File: config.mk
export PLATFORM = sky130hd
export DESIGN_NAME = spi_txn_sequencer
export DESIGN_NICKNAME = d
export VERILOG_FILES = /design/src/rtl/spi_txn_sequencer.sv
export SDC_FILE = /design/constraint.sdc
export NUM_CORES = 1
export LEC_CHECK = 0
export ABC_AREA = 0
export CAP_MARGIN = 25
export CORE_MARGIN = 1
export CORE_UTILIZATION = 47
export CTS_CLUSTER_SIZE = 25
export DETAILED_ROUTE_END_ITERATION = 8
export MAX_ROUTING_LAYER = met4
export PLACE_DENSITY = 0.7
export SYNTH_ARGS = -nofsm -noshare
export SYNTH_HDL_FRONTEND = slang
export SYNTH_SLANG_ARGS = --single-unit
File: constraint.sdc
create_clock -name clk_i -period 4.4 [get_ports clk_i]
set_input_delay 0.88 -clock clk_i [delete_from_list [all_inputs] [get_ports clk_i]]
set_output_delay 0.88 -clock clk_i [all_outputs]
set_load 0.03 [all_outputs]
File: src/rtl/spi_txn_sequencer.sv
// spi_txn_sequencer
// Queues 1..4 byte SPI requests and runs them one at a time through the
// SPI master control stage. Each transaction is framed by chip select,
// with setup and hold gaps around the control-stage enable. The received
// bytes, or an error flag, go back over a response handshake.

module spi_txn_sequencer #(
    parameter int FIFO_DEPTH      = 4,
    parameter int CS_SETUP_CYCLES = 22,
    parameter int CS_HOLD_CYCLES  = 22,
    parameter int TIMEOUT_CYCLES  = 4096
) (
    input  logic                          clk_i,
    input  logic                          rstn_i,
    input  logic                          req_valid_i,
    output logic                          req_ready_o,
    input  logic [31:0]                   req_wdata_i,
    input  logic [2:0]                    req_nbytes_i,
    output logic                          resp_valid_o,
    input  logic                          resp_ready_i,
    output logic [31:0]                   resp_rdata_o,
    output logic [2:0]                    resp_nbytes_o,
    output logic                          resp_err_o,
    output logic                          spi_cs_n_o,
    output logic                          ctrl_enable_o,
    output logic [31:0]                   ctrl_write_data_o,
    output logic [2:0]                    ctrl_bytes_valid_o,
    input  logic [31:0]                   ctrl_read_data_i,
    input  logic [2:0]                    ctrl_read_bytes_valid_i,
    input  logic                          ctrl_ready_i,
    output logic [$clog2(FIFO_DEPTH):0]   fifo_level_o,
    output logic                          busy_o
);

    localparam int AW      = $clog2(FIFO_DEPTH);
    localparam int LW      = AW + 1;
    localparam int CNT_MAX = (TIMEOUT_CYCLES > CS_SETUP_CYCLES)
                             ? ((TIMEOUT_CYCLES > CS_HOLD_CYCLES) ? TIMEOUT_CYCLES : CS_HOLD_CYCLES)
                             : ((CS_SETUP_CYCLES > CS_HOLD_CYCLES) ? CS_SETUP_CYCLES : CS_HOLD_CYCLES);
    localparam int CW      = $clog2(CNT_MAX + 1);

    localparam logic [2:0] ST_IDLE      = 3'd0;
    localparam logic [2:0] ST_CS_SETUP  = 3'd1;
    localparam logic [2:0] ST_WAIT_DATA = 3'd2;
    localparam logic [2:0] ST_CS_HOLD   = 3'd3;
    localparam logic [2:0] ST_RESP      = 3'd4;

    logic [2:0]    state;
    logic [CW-1:0] cnt;

    logic [31:0]   mem_wdata  [FIFO_DEPTH];
    logic [2:0]    mem_nbytes [FIFO_DEPTH];
    logic [AW-1:0] wr_ptr;
    logic [AW-1:0] rd_ptr;

    logic          fifo_empty;
    logic          push;
    logic          pop;
    logic [31:0]   head_wdata;
    logic [2:0]    head_nbytes;
    logic          head_legal;
    logic [31:0]   rx_aligned;

    assign fifo_empty  = (fifo_level_o == '0);
    assign req_ready_o = (fifo_level_o < LW'(FIFO_DEPTH));
    assign busy_o      = (state != ST_IDLE) || !fifo_empty;

    assign head_wdata  = mem_wdata[rd_ptr];
    assign head_nbytes = mem_nbytes[rd_ptr];
    assign head_legal  = (head_nbytes != 3'd0) && (head_nbytes <= 3'd4);

    assign push = req_valid_i && req_ready_o;
    assign pop  = (state == ST_IDLE) && !fifo_empty && (!head_legal || ctrl_ready_i);

    // Request storage write port.
    // NOTE: the storage array has no reset; validity is tracked by the pointers and level alone.
    always_ff @(posedge clk_i) begin
        if (push) begin
            mem_wdata[wr_ptr]  <= req_wdata_i;
            mem_nbytes[wr_ptr] <= req_nbytes_i;
        end
    end

    // FIFO pointers and occupancy; pointers wrap naturally at FIFO_DEPTH.
    always_ff @(posedge clk_i or negedge rstn_i) begin
        if (!rstn_i) begin
            wr_ptr       <= '0;
            rd_ptr       <= '0;
            fifo_level_o <= '0;
        end else begin
            if (push) wr_ptr <= wr_ptr + AW'(1);
            if (pop)  rd_ptr <= rd_ptr + AW'(1);
            case ({push, pop})
                2'b10:   fifo_level_o <= fifo_level_o + LW'(1);
                2'b01:   fifo_level_o <= fifo_level_o - LW'(1);
                default: fifo_level_o <= fifo_level_o;
            endcase
        end
    end

    // Right-align the received bytes: the first byte on the wire lands most significant.
    // NOTE: every always_comb output gets a default first so no latch is inferred.
    always_comb begin
        rx_aligned = ctrl_read_data_i;
        case (ctrl_bytes_valid_o)
            3'd1:    rx_aligned = {24'd0, ctrl_read_data_i[31:24]};
            3'd2:    rx_aligned = {16'd0, ctrl_read_data_i[31:16]};
            3'd3:    rx_aligned = {8'd0,  ctrl_read_data_i[31:8]};
            default: rx_aligned = ctrl_read_data_i;
        endcase
    end

    // Transaction FSM: chip-select framing, enable, completion/timeout and response.
    always_ff @(posedge clk_i or negedge rstn_i) begin
        if (!rstn_i) begin
            state              <= ST_IDLE;
            cnt                <= '0;
            spi_cs_n_o         <= 1'b1;
            ctrl_enable_o      <= 1'b0;
            ctrl_write_data_o  <= '0;
            ctrl_bytes_valid_o <= '0;
            resp_valid_o       <= 1'b0;
            resp_rdata_o       <= '0;
            resp_nbytes_o      <= '0;
            resp_err_o         <= 1'b0;
        end else begin
            case (state)
                ST_IDLE: begin
                    if (!fifo_empty) begin
                        if (!head_legal) begin
                            // Illegal byte count: answer with an error, never touch the bus.
                            resp_err_o    <= 1'b1;
                            resp_rdata_o  <= '0;
                            resp_nbytes_o <= head_nbytes;
                            resp_valid_o  <= 1'b1;
                            state         <= ST_RESP;
                        end else if (ctrl_ready_i) begin
                            ctrl_write_data_o  <= head_wdata;
                            ctrl_bytes_valid_o <= head_nbytes;
                            spi_cs_n_o         <= 1'b0;
                            cnt                <= CW'(CS_SETUP_CYCLES - 1);
                            state              <= ST_CS_SETUP;
                        end
                    end
                end
                ST_CS_SETUP: begin
                    if (cnt == '0) begin
                        ctrl_enable_o <= 1'b1;
                        cnt           <= '0;
                        state         <= ST_WAIT_DATA;
                    end else begin
                        cnt <= cnt - CW'(1);
                    end
                end
                ST_WAIT_DATA: begin
                    // Completion wins over timeout when both land on the same cycle.
                    if (ctrl_read_bytes_valid_i == ctrl_bytes_valid_o) begin
                        resp_rdata_o  <= rx_aligned;
                        resp_err_o    <= 1'b0;
                        resp_nbytes_o <= ctrl_bytes_valid_o;
                        ctrl_enable_o <= 1'b0;
                        cnt           <= CW'(CS_HOLD_CYCLES - 1);
                        state         <= ST_CS_HOLD;
                    end else if (cnt == CW'(TIMEOUT_CYCLES - 1)) begin
                        resp_rdata_o  <= '0;
                        resp_err_o    <= 1'b1;
                        resp_nbytes_o <= ctrl_bytes_valid_o;
                        ctrl_enable_o <= 1'b0;
                        cnt           <= CW'(CS_HOLD_CYCLES - 1);
                        state         <= ST_CS_HOLD;
                    end else begin
                        cnt <= cnt + CW'(1);
                    end
                end
                ST_CS_HOLD: begin
                    if (cnt == '0) begin
                        spi_cs_n_o   <= 1'b1;
                        resp_valid_o <= 1'b1;
                        state        <= ST_RESP;
                    end else begin
                        cnt <= cnt - CW'(1);
                    end
                end
                ST_RESP: begin
                    if (resp_ready_i) begin
                        resp_valid_o <= 1'b0;
                        state        <= ST_IDLE;
                    end
                end
                default: state <= ST_IDLE;
            endcase
        end
    end

endmodule

# Word level (Yosys, flattened, before mapping)
# Memory sizes are Yosys's and may differ from the RTL's. A register that Yosys moved wholly into a read port is not among the register bits.
# Index checks and enable logic that the tools add are counted.
[totals] regBits=65 ram_bits=140 inputBits=75 out_inout_bits=79 elab_cells=117 mem_count=2
[mem_list] memory="mem_wdata" words=4 width=32 rd=1 rd_ports_with_merged_regs=1 wr=1 line_no="51" rtl="logic [31:0] mem_wdata [FIFO_DEPTH];"
[mem_list] memory="mem_nbytes" words=4 width=3 rd=1 rd_ports_with_merged_regs=0 wr=1 line_no="52" rtl="logic [2:0] mem_nbytes [FIFO_DEPTH];"
[op_classes] add_sub_neg=6 order_cmp=2 n_eq_ne=21 n_mux=46 bitwise_logic=1 n_reduce_logical=27
[op_table] cell="32-bit two-way mux" count=4
[op_table] cell="32-bit case mux with 3 select lines" count=1
[op_table] cell="13-bit two-way mux" count=7
[op_table] cell="32-bit case mux with 2 select lines" count=1
[op_table] cell="13-bit case mux with 4 select lines" count=1
[op_table] cell="3-bit two-way mux" count=12
[op_table] cell="2-bit != test, second input constant" count=8
[op_table] cell="3-bit case mux with 5 select lines" count=1
[op_table] cell="5-bit AND reduction" count=3
[op_table] cell="13-bit by 1-bit adder with 13-bit output, second input constant" count=1
[op_table] cell="13-bit by 12-bit equality test with 1-bit output, second input constant" count=1
[op_table] cell="13-bit logical NOT" count=1
[op_table] cell="1-bit two-way mux" count=13
[op_table] cell="13-bit by 1-bit subtractor with 13-bit output, second input constant" count=1
[op_table] cell="3-bit by 2-bit equality test with 1-bit output, second input constant" count=4
[op_table] cell="3-bit case mux with 2 select lines" count=2
[op_table] cell="3-bit nonzero test" count=3
[op_table] cell="4-bit AND reduction" count=2
[op_table] cell="2-bit nonzero test" count=4
[op_table] cell="3-bit by 1-bit equality test with 1-bit output, second input constant" count=2
[op_table] cell="3-bit logical NOT" count=2
[op_table] cell="3-bit != test, second input constant" count=2
[op_table] cell="1-bit case mux with 2 select lines" count=3
[op_table] cell="6-bit AND reduction" count=1
[op_table] cell="16 further kinds" count=23

# Longest topological paths before layout
# Gate-level depths: netlist (run 1).
# An unclocked memory read counts as a cell.
[depth] depth_word=8 depth_mapped=11 mapped_depth_nobuf=10

# Worst setup path before layout (run 1)
# Ideal clock, no wire load.
[synth_path] path_kind="register to register" from="register rd_ptr[0]" to="register fifo_level_o[2]" setup_time_ns=0.133 arrival_ns=2.578 slack_ns=1.689 path_stages_with_launch=12 n_path_buf=1 cell_sequence="dfrtp_1 -> buf_6 -> mux4_2 -> nor3_2 -> nor2_4 -> a21oi_1 -> ha_1 -> inv_1 -> fa_1 -> xor2_1 -> nor2_1 -> xnor2_1"
[synth_between] elab_chain_cells=8
[synth_lines] item="start: declaration" line_no="54" rtl="logic [AW-1:0] rd_ptr;"
[synth_lines] item="start signal: assignment" line_no="92" rtl="if (pop) rd_ptr <= rd_ptr + AW'(1);"
[synth_lines] item="memory read 4 x 3 bit *"
[synth_lines] item="3-bit less-or-equal comparator or 3-bit nonzero test (tied branches)" line_no="70" rtl="assign head_legal = (head_nbytes != 3'd0) && (head_nbytes <= 3'd4);"
[synth_lines] item="1-bit logical AND *" line_no="70"
[synth_lines] item="1-bit logical NOT *"
[synth_lines] item="1-bit logical OR *" line_no="73" rtl="assign pop = (state == ST_IDLE) && !fifo_empty && (!head_legal || ctrl_ready_i);"
[synth_lines] item="1-bit logical AND *" line_no="73"
[synth_lines] item="net pop" line_no="58" rtl="logic pop;"
[synth_lines] item="2-bit by 1-bit equality test with 1-bit output or 2-bit equality test (tied branches)" line_no="93" rtl="case ({push, pop})"
[synth_lines] item="3-bit case mux with 2 select lines or 2-bit nonzero test (tied branches)"
[synth_lines] item="end signal: assignment" line_no="94" rtl="2'b10: fifo_level_o <= fifo_level_o + LW'(1);"
[synth_lines] item="end signal: assignment" line_no="95" rtl="2'b01: fifo_level_o <= fifo_level_o - LW'(1);"
[synth_lines] item="end signal: assignment" line_no="96" rtl="default: fifo_level_o <= fifo_level_o;"
[synth_lines] item="end: declaration" line_no="31" rtl="output logic [$clog2(FIFO_DEPTH):0] fifo_level_o,"
# The timed path passes the listed nets; every way through them passes the cells marked *.
# A chain may end at the register's enable or synchronous reset.

# Worst setup path after layout (run 1)
[layout_path] from="register ctrl_bytes_valid_o[1]" to="output ctrl_bytes_valid_o[1]"
[layout_lines] item="start: declaration" line_no="27" rtl="output logic [2:0] ctrl_bytes_valid_o,"
[layout_lines] item="start signal: assignment" line_no="139" rtl="ctrl_bytes_valid_o <= head_nbytes;"
# No word-level cell between the ends.

==> results_dict.tcl, run 1 <==
set metrics [dict create \
    final_common_cell "clkdlybuf4s50_1" \
    area.sequential_mm2 0.00664 \
    rows 53 \
    placed_cell_area_mm2 0.0118 \
    setup_ws_ps 1180 \
    total_power_mw 8.67 \
    critical-path-top-delay-family "flip-flops" \
    io_pins 154 \
    wirelength_mm 22.7 \
    layout.cells.most_common_list "clkdlybuf4s50_1, edfxtp_1, dfrtp_1, nand2_1, o21ai_0" \
    clk_pin_slew_worst_paths_ps 50 \
    start_kind "flop" \
    fin_crit_ps 3220 \
    skew_ps 7.73 \
    cts_sinks 237 \
    cp_slowest_stage_delay_ps 980 \
    multiInputGateArea_mm2 0.00322 \
    overflow 0 \
    dr.first_iter.drc_count 393 \
    setup_viol 0 \
    drcViolationCount 0 \
    antenna_found_initial 1 \
    drtAntennaViolNets 0 \
    drv_cap 0 \
    yosys_warnings 0 \
    cts_hold_buf 0 \
    hold_class "in -> async" \
    place.gp.congestion 0.876 \
    die_w_um 149 \
    ir_worst_vdd_mv 0.417 \
    grt_pass1_vias 6577 \
    rsz0062_at_grt "no" \
    synth_fp_nets 773 \
    area_growth_syn_to_layout_pct 25.9 \
    vias_per_cell 5.67 \
    post_cts_buffers 0 \
    p_leak_nw 4.67 \
    slowest_stage "dfrtp_1" \
    post_cts_resized 0 \
    critical_path_class "reg -> out" \
    routed-via-count 6419 \
    synth_edf_count 140 \
    tritoncts "done" \
    port_buffers 153 \
    start_util_pct 48.0 \
    die_h_um 149 \
    grt_pass1_wl_mm 35.5 \
    powerDensity_mw_per_mm2 683 \
    yosysSeqAreaShare_pct 65.8 \
    design_area_mm2 0.0127 \
    synth-seq-cells 237 \
    dp.cells 1083 \
    path_max_fanout 23 \
    fin_crit_sh_pct 73.2 \
    fin_nets 920 \
    tns_ps 0 \
    synth-main-ff-cell "edfxtp_1" \
    numCtsBuffers 25 \
    timing.hold.ws_ps 162 \
    synth.avg_cell_area_um2 14.6 \
    dieArea_mm2 0.0221 \
    worstPathArrival_ps 2340 \
    synth.distinct_cells 61 \
    dpl.hpwl_mm 14.6 \
    synth_area_mm2 0.0101 \
    synthArstFlopShare_pct 40.9 \
    worstSkewPairLatency_ps 530 \
    slew_viol_final 0 \
    worst_slew_margin_rel_pct 34.2 \
    htree_levels 1 \
    required_ps 3520 \
    track_usage_pct 21.5 \
    final_core_utilization_pct 60.4 \
    crit_buf_inv 1 \
    drtPass1Iterations 5 \
    tightest_slew_ps 988 \
    clock-root-buffer "clkbuf_16" \
    layout.cells.non_filler 1132 \
    wl_per_cell_um 20.1 \
    core-area_mm2 0.0210 \
    syn_inst 690 \
    fill_cells 1596 \
    cp-end-kind "output port" \
    timing.critical_path.cells "clkdlybuf4s50_1" \
    hold_violations 0 \
    clk_path_buf_depth 3 \
    drive_gt1_share_pct 12.3 \
    status "completed" \
    pre_cts_ws_ps 1250 \
    grt_max_degree 75 \
    max_freq_ghz 0.311 \
]
-- synthesized netlist by cell type (3+ instances only) --
master / n / area share, %
inv_1: 16 / 0.60
o21a_1: 6 / 0.45
dfrtp_1: 96 / 24
xnor2_1: 7 / 0.61
buf_1: 3 / 0.11
nor2_1: 31 / 1.2
a22o_1: 15 / 1.3
or2_2: 3 / 0.19
nand2_1: 52 / 1.9
mux2_1: 29 / 3.2
a31oi_1: 8 / 0.50
buf_2: 12 / 0.60
nor2b_1: 13 / 0.81
nand2b_1: 7 / 0.43
o22ai_1: 8 / 0.50
o21ai_0: 36 / 1.8
edfxtp_1: 140 / 42
a22oi_1: 10 / 0.74
a21oi_1: 26 / 1.3
nand4_1: 4 / 0.25
xor2_1: 5 / 0.43
clkbuf_1: 24 / 0.89
and2_1: 6 / 0.37
mux4_2: 35 / 7.8
mux2i_1: 11 / 1.1
or3_1: 6 / 0.37
a221oi_1: 10 / 0.87
nand3_1: 7 / 0.35
o31ai_1: 3 / 0.22
mux2_2: 6 / 0.67
ha_1: 7 / 0.87
nor3_1: 13 / 0.64
-- per-layer routing --
| layer | global-route usage (%) | part of all wire [%] |
|---|---|---|
| met5 | - | 0 |
| met4 | 6.70 | 2.5 |
| met3 | 3.56 | 6.6 |
| met2 | 34.6 | 49 |
| met1 | 28.0 | 42 |
-- cells by family after synthesis --
kind of cell / share of synthesized area (%)
muxes: 12.8
and+or+nand+nor: 7.93
buffers and inverters: 2.38
AOI/OAI and AO/OA: 9.02
adders and majority gates: 1.07
xor gates and xnor gates: 1.04
DFF: 65.8
-- worst register-to-register path, cell delays in order, from the launching register on --
cell and delay [ps]:
dfrtp_2 570, mux4_2 610, nor3_2 310, nor2_4 100, a21oi_1 340, ha_1 260, inv_1 60, fa_1 370
xor2_1 160, nor2_1 170, xnor2_1 140
-- state kept, by name, summed over array words and instances (netlist names) --
signal              flops
cnt                    13
wr_ptr                  2
ctrl_write_data_o      32
ctrl_bytes_valid_o      3
state                   3
rd_ptr                  2
fifo_level_o            3
resp_rdata_o           32
mem_wdata             128
resp_valid_o            1
ctrl_enable_o           1
spi_cs_n_o              1
resp_err_o              1
mem_nbytes             12
resp_nbytes_o           3
-- worst paths after layout --
path,from,to,slack [ps],depth (start not counted)
worst max-delay path,ctrl_bytes_valid_o[1]$_DFFE_PN0P_,ctrl_bytes_valid_o[1],1180,1
worst min-delay path,rstn_i,cnt[5]$_DFFE_PN0P_,160,1
worst max register to register,rd_ptr[0]$_DFFE_PN0P_,fifo_level_o[2]$_DFFE_PN0P_,1230,10
worst min register to register,spi_cs_n_o$_DFFE_PN1P_,spi_cs_n_o$_DFFE_PN1P_,460,2
max in group asynchronous,rstn_i,ctrl_write_data_o[20]$_DFFE_PN0P_,3300,3
min in group clk_i,spi_cs_n_o$_DFFE_PN1P_,spi_cs_n_o$_DFFE_PN1P_,460,2
-- report_power, final --
group / internal, mW / switching (mW) / total [mW]
logic: 1.44 / 1.85 / 3.29
clock network: 1.26 / 0.843 / 2.10
registers: 2.86 / 0.417 / 3.28
total: 5.56 / 3.11 / 8.67
-- final cells by class --
class                           count  area share, %
Multi-Input combinational cell    396           25.4
Sequential cell                   237           52.3
Clock inverter                      5          0.710
Tap cell                          275           2.71
Antenna cell                        1         0.0197
Timing Repair Buffer              161           12.7
Inverter                           16          0.473
Clock buffer                       41           5.79
No activity file was read; power rests on OpenSTA's default activity.
==> inputs of run 2 (changes only) <==
==> constraint.sdc (replaced) <==
create_clock -name clk_i -period 3.1 [get_ports clk_i]
set_input_delay 0.62 -clock clk_i [delete_from_list [all_inputs] [get_ports clk_i]]
set_output_delay 0.62 -clock clk_i [all_outputs]
set_load 0.03 [all_outputs]
==> results_dict.tcl, run 2 (synthesis results as in run 1) <==
set metrics [dict create \
    largest_register_ffs 128 \
    tightest_slew_ps 938 \
    cp_slowest_stage_delay_ps 580 \
    combinationalPowerShare_pct 39.2 \
    wirelength_mm 23.2 \
    path_max_fanout 6 \
    tritoncts "done" \
    rsz0062_at_grt "no" \
    fin_crit_ps 2930 \
    dr.first_iter.drc_count 387 \
    ir_worst_vdd_mv 0.572 \
    drive_gt1_share_pct 14.7 \
    setup_ws_ps 173 \
    track_usage_pct 22.0 \
    reg2reg_depth 10 \
    numCtsBuffers 25 \
    tns_ps 0 \
    design_area_mm2 0.0129 \
    rows 53 \
    drtAntennaViolNets 0 \
    grt_pass1_wl_mm 36.5 \
    clk_path_buf_depth 3 \
    clock-root-buffer "clkbuf_16" \
    dpl.hpwl_mm 14.8 \
    hold_violations 0 \
    place.gp.congestion 0.884 \
    worstPathArrival_ps 3380 \
    timing.critical_path.cells "mux4_2, nor3_2, nor2_4, a21oi_1, ha_1, inv_1, fa_1, xor2_1, nor2_1, xnor2_1" \
    post_cts_buffers 0 \
    worstReg2RegStart "rd_ptr[0]$_DFFE_PN0P_" \
    pwr-share-clk_pct 25.1 \
    power_frac_seq_pct 35.7 \
    core-area_mm2 0.0210 \
    placed_cell_area_mm2 0.0120 \
    cts_sinks 237 \
    r2r_setup_slack_ps 170 \
    routed-via-count 6522 \
    final_common_cell "clkdlybuf4s50_1" \
    slowest_stage "mux4_2" \
    power.switching_mw 4.52 \
    cts_hold_buf 0 \
    port_buffers 153 \
    intPower_mw 8.16 \
    worstSetupEndpoint "fifo_level_o[2]$_DFFE_PN0P_" \
    skew_ps 14.7 \
    post_cts_resized 0 \
    die_w_um 149 \
    slew_viol_final 0 \
    worst_slew_margin_rel_pct 36.7 \
    htree_levels 1 \
    drv_cap 0 \
    overflow 0 \
    die_h_um 149 \
    grt_pass1_vias 6806 \
    max_freq_ghz 0.342 \
    pre_cts_ws_ps 180 \
    drcViolationCount 0 \
    reg_top3 "mem_wdata x128, ctrl_write_data_o x32, resp_rdata_o x32" \
    swShare_pct 35.6 \
    wl_per_cell_um 20.2 \
    start_kind "flop" \
    r2r_end "fifo_level_o[2]$_DFFE_PN0P_" \
    fin_crit_sh_pct 94.4 \
    startpoint "rd_ptr[0]$_DFFE_PN0P_" \
    start_util_pct 48.0 \
    clk_pin_slew_worst_paths_ps 60 \
    dieArea_mm2 0.0221 \
    grt_max_degree 58 \
    p_leak_nw 4.80 \
    area_growth_syn_to_layout_pct 28.1 \
    antenna_found_initial 0 \
    fin_nets 936 \
    largest_register "mem_wdata" \
    status "completed" \
    hold_class "in -> async" \
    n_antenna_cell 0 \
    powerDensity_mw_per_mm2 982 \
    drtPass1Iterations 5 \
    critical_path_class "reg -> reg" \
    layout.cells.most_common_list "clkdlybuf4s50_1, edfxtp_1, dfrtp_1, nand2_1, o21ai_0" \
    io_pins 154 \
    setup_viol 0 \
    worstSkewPairLatency_ps 540 \
    cp-end-kind "flop" \
    required_ps 3560 \
    vias_per_cell 5.69 \
]
run 2: changes by cell type in the layout (fill, tap and decap cells not counted):
cell        change
buf_4          +12
bufinv_16       +2
diode_2         -1
clkinv_2        +4
clkinvlp_4      +1
clkbuf_1        -7
buf_16          -1
buf_12          +5
run 2: routing by layer:
metal / global-route usage, % / vias to the layer above / part of all wire, %
li1: - / 2956 / -
met1: 27.9 / 3238 / 41
met2: 36.0 / 278 / 49
met3: 4.57 / 50 / 7.9
met4: 6.19 / 0 / 2.4
met5: - / - / 0
run 2: power groups by stage:
| stage | registers [mW] | clock network, mW | logic (mW) |
|---|---|---|---|
| floorplan | 5.02 | 0 | 2.80 |
| CTS | 4.53 | 3.25 | 5.00 |
| global placement | 4.54 | 0 | 4.86 |
| finish | 4.53 | 3.19 | 4.97 |
| global route | 4.60 | 3.35 | 5.35 |
| detailed placement | 4.58 | 0 | 4.97 |
run 2: layout make-up:
| type | instances | area [um2] |
|---|---|---|
| Multi-Input combinational cell | 396 | 3220 |
| Clock inverter | 12 | 178 |
| Clock buffer | 34 | 709 |
| Sequential cell | 237 | 6640 |
| Timing Repair Buffer | 177 | 1770 |
| Fill cell | 1574 | 8100 |
| Tap cell | 275 | 344 |
| Inverter | 16 | 60.1 |
run 2: worst min path at each step:
stage,endpoint,slack [ps],cells after the start
2_1_floorplan,cnt[0]$_DFFE_PN0P_,320,0
3_3_place_gp,spi_cs_n_o$_DFFE_PN1P_,450,2
3_5_place_dp,spi_cs_n_o$_DFFE_PN1P_,460,2
4_1_cts,cnt[7]$_DFFE_PN0P_,210,1
5_1_grt,cnt[9]$_DFFE_PN0P_,240,1
6_report,cnt[10]$_DFFE_PN0P_,170,1
run 2: through the flow:
stage	utilization [%]	hold WS, ps	instances	total power, mW
3_5_place_dp	57.2	458	1100	9.55
6_report	61.4	170	1147	12.7
4_1_cts	61.4	205	1146	12.8
5_1_grt	61.4	240	1147	13.3
2_1_floorplan	-	324	690	7.82
3_3_place_gp	57.2	450	1100	9.39
run 2: critical path, delay by kind of cell, from the launching register on:
family          cells  cell delay [ps]
mux                 1              580
buf+inv             1               60
flops               1              420
compound gates      1              340
fa+ha+maj           2              630
xor+xnor            2              280
simple gates        3              540
